### src/rtl/mdu_iterative_pkg.sv
// Shared types for the EXE-stage multiply/divide unit: opcode encoding, MDU state
// and an opcode classifier used by the unit's start logic.
package mdu_iterative_pkg;

    typedef enum logic [6:0] {
        OP_NOP   = 7'd0,
        OP_ADD   = 7'd1,
        OP_SUB   = 7'd2,
        OP_AND   = 7'd3,
        OP_OR    = 7'd4,
        OP_MULT  = 7'd16,
        OP_MULTU = 7'd17,
        OP_DIV   = 7'd18,
        OP_DIVU  = 7'd19,
        OP_MADD  = 7'd20,
        OP_MADDU = 7'd21,
        OP_MSUB  = 7'd22,
        OP_MSUBU = 7'd23,
        OP_MUL   = 7'd24
    } InstrType;

    typedef enum logic [1:0] {
        ST_IDLE = 2'd0,
        ST_MUL  = 2'd1,
        ST_DIV  = 2'd2,
        ST_DONE = 2'd3
    } mdu_state_e;

    typedef struct packed {
        logic is_mul;
        logic is_div;
        logic is_sgn;
        logic is_acc;
        logic is_sub;
    } mdu_class_t;

    function automatic mdu_class_t mdu_classify(input logic [6:0] op);
        mdu_class_t c;
        c = '0;
        case (op)
            OP_MULT, OP_MUL: begin c.is_mul = 1'b1; c.is_sgn = 1'b1; end
            OP_MULTU:        c.is_mul = 1'b1;
            OP_MADD:  begin c.is_mul = 1'b1; c.is_sgn = 1'b1; c.is_acc = 1'b1; end
            OP_MADDU: begin c.is_mul = 1'b1; c.is_acc = 1'b1; end
            OP_MSUB:  begin c.is_mul = 1'b1; c.is_sgn = 1'b1; c.is_acc = 1'b1; c.is_sub = 1'b1; end
            OP_MSUBU: begin c.is_mul = 1'b1; c.is_acc = 1'b1; c.is_sub = 1'b1; end
            OP_DIV:   begin c.is_div = 1'b1; c.is_sgn = 1'b1; end
            OP_DIVU:        c.is_div = 1'b1;
            default: ;
        endcase
        return c;
    endfunction

endpackage

### src/rtl/div_radix2_iter.sv
// 32-bit restoring radix-2 unsigned divider, one quotient bit per clock.
// done_o marks the cycle whose edge retires the last bit; results are the next-state values.
module div_radix2_iter (
    input  logic        clk,
    input  logic        rst,
    input  logic        start_i,
    input  logic        abort_i,
    input  logic [31:0] dividend_i,
    input  logic [31:0] divisor_i,
    output logic        done_o,
    output logic [31:0] quotient_o,
    output logic [31:0] remainder_o
);
    logic        busy_q, busy_d;
    logic [4:0]  cnt_q, cnt_d;
    logic [31:0] quo_q, quo_d;
    logic [31:0] rem_q, rem_d;
    logic [31:0] dvs_q, dvs_d;
    logic [32:0] shifted;
    logic        fits;
    logic [31:0] quo_step, rem_step;

    always_comb begin
        shifted  = {rem_q, quo_q[31]};
        fits     = shifted >= {1'b0, dvs_q};
        rem_step = fits ? 32'(shifted - {1'b0, dvs_q}) : shifted[31:0];
        quo_step = {quo_q[30:0], fits};

        done_o      = busy_q && (cnt_q == 5'd31);
        quotient_o  = quo_step;
        remainder_o = rem_step;

        busy_d = busy_q;
        cnt_d  = cnt_q;
        quo_d  = quo_q;
        rem_d  = rem_q;
        dvs_d  = dvs_q;
        if (abort_i) begin
            busy_d = 1'b0;
        end else if (start_i) begin
            busy_d = 1'b1;
            cnt_d  = '0;
            quo_d  = dividend_i;
            rem_d  = '0;
            dvs_d  = divisor_i;
        end else if (busy_q) begin
            quo_d = quo_step;
            rem_d = rem_step;
            cnt_d = cnt_q + 5'd1;
            if (done_o) busy_d = 1'b0;
        end
    end

    always_ff @(posedge clk or posedge rst) begin
        if (rst) begin
            busy_q <= 1'b0;
            cnt_q  <= '0;
            quo_q  <= '0;
            rem_q  <= '0;
            dvs_q  <= '0;
        end else begin
            busy_q <= busy_d;
            cnt_q  <= cnt_d;
            quo_q  <= quo_d;
            rem_q  <= rem_d;
            dvs_q  <= dvs_d;
        end
    end

endmodule

### src/rtl/mdu_iterative.sv
// EXE-stage multi-cycle multiply/divide unit producing {HI,LO}; stalls the front
// of the pipe while busy and holds its result in DONE until MEM/WB can accept it.
module mdu_iterative
    import mdu_iterative_pkg::*;
#(
    parameter int MUL_STAGES     = 2,
    parameter int EARLY_DIV_ZERO = 1
) (
    input  logic        clk,
    input  logic        rst,
    input  logic [6:0]  EXE_ALUOp,
    input  logic        EXE_Valid,
    input  logic [31:0] EXE_SrcA,
    input  logic [31:0] EXE_SrcB,
    input  logic [63:0] HiLo_In,
    input  logic        Flush,
    input  logic        Downstream_Stall,
    output logic        MDU_Busy,
    output logic        MDU_Done,
    output logic [31:0] MDU_Hi,
    output logic [31:0] MDU_Lo
);
    localparam int         PIPE_LAST    = (MUL_STAGES > 1) ? MUL_STAGES - 2 : 0;
    localparam logic [5:0] MUL_LAST_CNT = 6'(MUL_STAGES - 1);

    mdu_state_e  state_q, state_d;
    logic [5:0]  cnt_q, cnt_d;
    logic [63:0] res_q, res_d;
    logic [31:0] a_q, b_q;
    logic        sgn_q;
    logic [63:0] mul_pipe_q [3];

    mdu_class_t         cls;
    logic               start, mul_start, div_start;
    logic signed [32:0] mul_a, mul_b;
    logic signed [63:0] prod;
    logic [63:0]        mul_res;
    logic [31:0]        div_a_abs, div_b_abs, div_quo, div_rem, quo_fix, rem_fix;
    logic               div_done, div_abort, div_zero;

    // Start decode and the product/accumulate, formed from the start-cycle operands.
    always_comb begin
        cls       = mdu_classify(EXE_ALUOp);
        start     = (state_q == ST_IDLE) && EXE_Valid && (cls.is_mul || cls.is_div) && !Flush;
        mul_start = start && cls.is_mul;
        div_start = start && cls.is_div;

        mul_a = cls.is_sgn ? {EXE_SrcA[31], EXE_SrcA} : {1'b0, EXE_SrcA};
        mul_b = cls.is_sgn ? {EXE_SrcB[31], EXE_SrcB} : {1'b0, EXE_SrcB};
        prod  = 64'(mul_a) * 64'(mul_b);
        if (!cls.is_acc)     mul_res = prod;
        else if (cls.is_sub) mul_res = HiLo_In - prod;
        else                 mul_res = HiLo_In + prod;

        div_a_abs = (cls.is_sgn && EXE_SrcA[31]) ? (32'd0 - EXE_SrcA) : EXE_SrcA;
        div_b_abs = (cls.is_sgn && EXE_SrcB[31]) ? (32'd0 - EXE_SrcB) : EXE_SrcB;

        div_zero  = (b_q == 32'd0);
        div_abort = Flush || ((state_q == ST_DIV) && div_zero && (EARLY_DIV_ZERO != 0));
        quo_fix   = (sgn_q && (a_q[31] ^ b_q[31])) ? (32'd0 - div_quo) : div_quo;
        rem_fix   = (sgn_q && a_q[31]) ? (32'd0 - div_rem) : div_rem;
    end

    div_radix2_iter u_div (
        .clk         (clk),
        .rst         (rst),
        .start_i     (div_start),
        .abort_i     (div_abort),
        .dividend_i  (div_a_abs),
        .divisor_i   (div_b_abs),
        .done_o      (div_done),
        .quotient_o  (div_quo),
        .remainder_o (div_rem)
    );

    always_comb begin
        state_d = state_q;
        cnt_d   = cnt_q;
        res_d   = res_q;
        case (state_q)
            ST_IDLE: if (start) begin
                cnt_d = 6'd1;
                if (cls.is_div)           state_d = ST_DIV;
                else if (MUL_STAGES > 1)  state_d = ST_MUL;
                else begin
                    res_d   = mul_res;
                    state_d = ST_DONE;
                end
            end
            ST_MUL: begin
                cnt_d = cnt_q + 6'd1;
                if (cnt_q == MUL_LAST_CNT) begin
                    res_d   = mul_pipe_q[PIPE_LAST];
                    state_d = ST_DONE;
                end
            end
            // A zero divisor reports the raw dividend with an all-ones quotient, no sign fix.
            ST_DIV: begin
                if (div_zero && ((EARLY_DIV_ZERO != 0) || div_done)) begin
                    res_d   = {a_q, 32'hFFFF_FFFF};
                    state_d = ST_DONE;
                end else if (div_done) begin
                    res_d   = {rem_fix, quo_fix};
                    state_d = ST_DONE;
                end
            end
            ST_DONE: if (!Downstream_Stall) state_d = ST_IDLE;
            default: state_d = ST_IDLE;
        endcase
        if (Flush) begin
            state_d = ST_IDLE;
            res_d   = res_q;
        end

        MDU_Busy = (((state_q == ST_MUL) || (state_q == ST_DIV)) && !Flush) || start;
        MDU_Done = (state_q == ST_DONE) && !Flush;
    end

    always_ff @(posedge clk or posedge rst) begin
        if (rst) begin
            state_q <= ST_IDLE;
            cnt_q   <= '0;
        end else begin
            state_q <= state_d;
            cnt_q   <= cnt_d;
        end
    end

    always_ff @(posedge clk or posedge rst) begin
        if (rst) begin
            res_q <= '0;
            a_q   <= '0;
            b_q   <= '0;
            sgn_q <= 1'b0;
            for (int i = 0; i < 3; i++) mul_pipe_q[i] <= '0;
        end else begin
            res_q <= res_d;
            if (start) begin
                a_q   <= EXE_SrcA;
                b_q   <= EXE_SrcB;
                sgn_q <= cls.is_sgn;
            end
            if (mul_start) mul_pipe_q[0] <= mul_res;
            if (state_q == ST_MUL) begin
                mul_pipe_q[1] <= mul_pipe_q[0];
                mul_pipe_q[2] <= mul_pipe_q[1];
            end
        end
    end

    assign MDU_Hi = res_q[63:32];
    assign MDU_Lo = res_q[31:0];

endmodule

### config.mk
export PLATFORM = sky130hd
export DESIGN_NAME = mdu_iterative
export DESIGN_NICKNAME = d
export VERILOG_FILES = /design/src/rtl/mdu_iterative_pkg.sv /design/src/rtl/div_radix2_iter.sv /design/src/rtl/mdu_iterative.sv
export SDC_FILE = /design/constraint.sdc
export NUM_CORES = 2
export LEC_CHECK = 0
export ABC_AREA = 1
export BUFFER_PORTS_ARGS = -buffer_cell sky130_fd_sc_hd__buf_2
export CAP_MARGIN = 20
export CORE_MARGIN = 4
export CORE_UTILIZATION = 40
export CTS_BUF_LIST = sky130_fd_sc_hd__clkbuf_4 sky130_fd_sc_hd__clkbuf_8
export DETAILED_ROUTE_END_ITERATION = 10
export MAX_ROUTING_LAYER = met4
export SETUP_SLACK_MARGIN = 0.02
export SLEW_MARGIN = 20
export SYNTH_ARGS = -nofsm -noshare
export SYNTH_HDL_FRONTEND = slang
export SYNTH_SLANG_ARGS = --single-unit
### constraint.sdc
create_clock -name clk -period 21.1 [get_ports clk]
set_clock_uncertainty 0.15 [all_clocks]
set_input_delay 2.11 -clock clk [delete_from_list [all_inputs] [get_ports clk]]
set_output_delay 2.11 -clock clk [all_outputs]
set_load 0.05 [all_outputs]
==> results.yml, run 1 <==
floorplanning:
  die_h_microns: 410.9
  ioPinCount: 206
  die_x_microns: 410.9
  initial_core_util_pct: 40.35
  fp-row-count: 147
synthesis:
  syn_avg_cell_area_sq_um: 7.319
  seq_area_frac_synth_pct: 11.68
  async_flop_share_pct: 100.0
  synth_edf_count: 0
  syn_area_sq_um: 64940
  ys.warnings.count: 0
  synth-seq-cells: 303
  yosys-top-cells-area: "fa_1 (35%), nand2_1 (14%), inv_1 (12%), dfrtp_1 (12%), ha_1 (6.2%)"
  synth_top_cell_by_area: "fa_1"
  synth_nets: 10460
  postSynthCellCount: 8873
  synth.distinct_cells: 61
  synth_flop_cell: "dfrtp_1"
  yosysTopAreaCellShare_pct: 34.74
placed_design:
  dp_hpwl_mm: 194.2
  portBuffers: 205
  gp_congestion: 1.003
cts:
  cts_buffer_depth: 3
  htree_levels: 2
  cts_resized: 0
  cts.sinks: 303
  cts_buffers: 57
  postCtsSetupRepairBufs: 0
  holdBufCountCts: 0
  cts_root_buffer: "clkbuf_8"
status:
  stop_error: "[ERROR DRT-0255] Maze Route cannot find path of net clk in worker of routeBox ( 386400 96600 ) ( 410935 144900 )."
  status: "did not finish"
  stop_stage: "detailed routing (5_2_route)"
grt:
  grt_pass1_vias: 60570
  grt_pass1_wl_mm: 370.0
  track_usage_pct: 29.69
  overflow: 0
  antenna_found_initial: 15
  grt_max_degree: 131
==> per-stage QoR <==
step                setup WS, ps  util, %  instance area, sq um  std cells
floorplan                   9592        -                 64940       8873
global placement            6907    42.20                 67910      10950
detailed placement          6899    42.20                 67910      10950
CTS                         7700    42.94                 69110      11050
global route                6904    42.97                 69150      11050
==> logic make-up after synthesis <==
family | synth area share, %
DFF | 11.68
buffers and inverters | 14.56
xor gates and xnor gates | 2.264
and+or+nand+nor | 22.09
adders and majority gates | 40.91
AOI/OAI and AO/OA | 8.508
==> Yosys cell counts, types with 29 or more instances <==
library cell,instances
nand2_1,2401
inv_1,2091
fa_1,1127
nor2_1,498
o21ai_0,388
ha_1,320
dfrtp_1,303
nand3_1,293
a21oi_1,286
clkbuf_1,271
xor2_1,131
buf_1,86
nand4_1,74
nor3_1,60
a31oi_1,53
o22ai_1,42
or2_2,39
xnor2_1,35
o211ai_1,34
nand2_2,29
o21a_1,29
==> per-layer routing <==
metal  global-route usage [%]
met5                        -
met4                    9.828
met3                    4.306
met2                    48.88
met1                    37.73
==> inputs of run 2 (changes only) <==
Settings changed: CORE_UTILIZATION 40 to 25, CTS_BUF_LIST sky130_fd_sc_hd__clkbuf_4 sky130_fd_sc_hd__clkbuf_8 to unset, MAX_ROUTING_LAYER met4 to unset, PLACE_DENSITY_LB_ADDON set to 0.15, SETUP_SLACK_MARGIN 0.02 to unset.
==> run 2 against run 1 <==
The run now ends clean. Global-route usage decreased by 9.6 points. Area after synthesis unchanged. Synthesized cell count did not move.
==> results.yml, run 2 <==
synthesis:
  synth.distinct_cells: 61
  synth-seq-cells: 303
  syn_avg_cell_area_sq_um: 7.319
  synth_edf_count: 0
  synth_commonest_cells: "nand2_1 (2,401), inv_1 (2,091), fa_1 (1,127)"
  synth_top_cell_by_area: "fa_1"
  ys.warnings.count: 0
  yosysTopAreaCellShare_pct: 34.74
  async_flop_share_pct: 100.0
  yosysMostFrequentCell: "nand2_1"
  syn_area_sq_um: 64940
  synth_nets: 10460
  yosys-top-cells-area: "fa_1 (35%), nand2_1 (14%), inv_1 (12%), dfrtp_1 (12%), ha_1 (6.2%)"
  seq_area_frac_synth_pct: 11.68
  synth_flop_cell: "dfrtp_1"
  postSynthCellCount: 8873
cts:
  clock_latency_ps: 640
  htree_levels: 2
  cts_buffers: 44
  cts_resized: 0
  cts_root_buffer: "clkbuf_16"
  cts_buffer_depth: 3
  cts_tree: "yes"
  cts.sinks: 303
  clk_pin_slew_ps: 60
  holdBufCountCts: 0
  postCtsSetupRepairBufs: 0
worst_setup_path:
  crit_type: "input port to flip-flop"
  slowest_stage: "fa_1"
  cp_data_required_time_ps: 21520
  path_max_fanout: 22
  start_kind: "input port"
  worst_path_most_repeated_cell: "nand2_1"
  end_kind: "flip-flop"
  slowest_delay_ps: 630
  arrival_ps: 14660
finish:
  area_growth_pct: 9.464
  multi_input_area_sq_um: 47950
  layout_common_cells: "nand2_1 (2,398), inv_1 (2,087), fa_1 (1,126), nor2_1 (493), o21ai_0 (388)"
  top_regs: "mul_pipe_q x64, res_q x64"
  fillCellCount: 28480
  seq_area_sq_um: 7582
  layout-drive-gt1-share_pct: 5.898
  nets: 10420
  layout_commonest_cell: "nand2_1"
timing:
  max_clock_freq_mhz: 70.23
  setup_viol: 0
  fin_crit_sh_pct: 67.49
  final_hold_viol_count: 0
  tightest_slew_ps: 1252
  slew_headroom_pct: 16.56
  period_needed_ps: 14240
  setup_tns_ps: 0
  rsz0062_at_grt: "no"
  final_max_slew_viol_count: 0
detailed_routing:
  ant_nets: 0
  firstDrtPassIters: 7
  route.detailed.drc: 0
  first_iter_violations: 4227
  route.vias.total: 56930
  post_drt_wl_per_cell_microns: 22.03
  wl_mm: 270.1
  viasPerCell: 4.644
placed_design:
  portBuffers: 205
  dp_hpwl_mm: 219.1
  gp_congestion: 0.9233
floorplanning:
  die_h_microns: 517.7
  fp-row-count: 186
  ioPinCount: 206
  core_region_area_sq_um: 257600
  dieArea_sq_um: 268000
  initial_core_util_pct: 25.21
  die_x_microns: 517.7
grt:
  track_usage_pct: 20.05
  antenna_found_initial: 19
  grt_max_degree: 127
  grt_pass1_wl_mm: 404.5
  overflow: 0
  grt_pass1_vias: 60300
status:
  status: "finished clean"
hold_path:
  hp-class: "flip-flop to flip-flop"
flow_run:
  drv_cap: 0
==> run 2: cell counts after synthesis <==
Identical to the previous run, type by type.
==> run 2: through the flow <==
step | std cells | setup slack (ps) | hold WS, ps | cell area, sq um | utilization, %
final | 12260 | 6861 | 322.7 | 71090 | 27.59
after global routing | 12260 | 6422 | 345.4 | 71080 | 27.59
after CTS | 12250 | 6859 | 324.5 | 71010 | 27.56
after detailed placement | 12170 | 6265 | 309.4 | 69420 | 26.95
after global placement | 12170 | 5675 | 306.3 | 69420 | 26.95
after floorplan | 8873 | 9592 | 292.2 | 64940 | -
==> run 2: metal layers <==
layer | share of wire [%] | wire length [microns] | GRT usage (%) | up-vias
met5 | 0 | 0 | 0 | -
met4 | 2.5 | 6672 | 4.516 | 0
met3 | 4.9 | 13330 | 2.249 | 216
met2 | 49 | 132300 | 35.09 | 1400
met1 | 44 | 117800 | 26.48 | 28900
li1 | - | - | - | 26410
==> run 2: worst paths after layout <==
kind	start	endpoint	slack [ps]	depth (start not counted)
setup / recovery	EXE_ALUOp[5]	mul_pipe_q[190]	6860	50
hold / removal	mul_pipe_q[136]	mul_pipe_q[136]	320	2
setup reg to reg	u_div.dvs_q[8]	res_q[28]	15280	31
hold reg to reg	mul_pipe_q[136]	mul_pipe_q[136]	320	2
max in group asynchronous	rst	a_q[2]	17490	5
min in group asynchronous	rst	state_q[0]	1300	2
==> run 2: cells by family (layout without fill, tap and decap cells) <==
family,Yosys count,in the layout,synth area share (%)
AND/OR/NAND/NOR,3492,3492,22.09
buffers and inverters,2497,2492,14.56
adder cells (fa/ha/maj),1447,1447,40.91
AO/OA/AOI/OAI,967,967,8.508
flip-flops,303,303,11.68
XOR/XNOR,167,167,2.264
other,0,7,0
==> run 2: area by class of cell <==
cell class / count / area share (%)
Clock buffer: 59 / 1.698
Sequential cell: 303 / 10.67
Antenna cell: 7 / 0.02464
Multi-Input combinational cell: 6073 / 67.45
Tap cell: 3384 / 5.956
Inverter: 2113 / 11.17
Clock inverter: 21 / 0.5403
Timing Repair Buffer: 299 / 2.496
==> run 2: worst max-delay path, delay by kind of cell <==
| kind | cells | cell delay (ps) |
|---|---|---|
| simple gates | 30 | 5360 |
| buf+inv | 8 | 1310 |
| fa+ha+maj | 10 | 5110 |
| compound gates | 2 | 650 |
Power of run 2 is not shown: default switching activity piles up to over one toggle a cycle in this logic, so the estimate is an artifact.
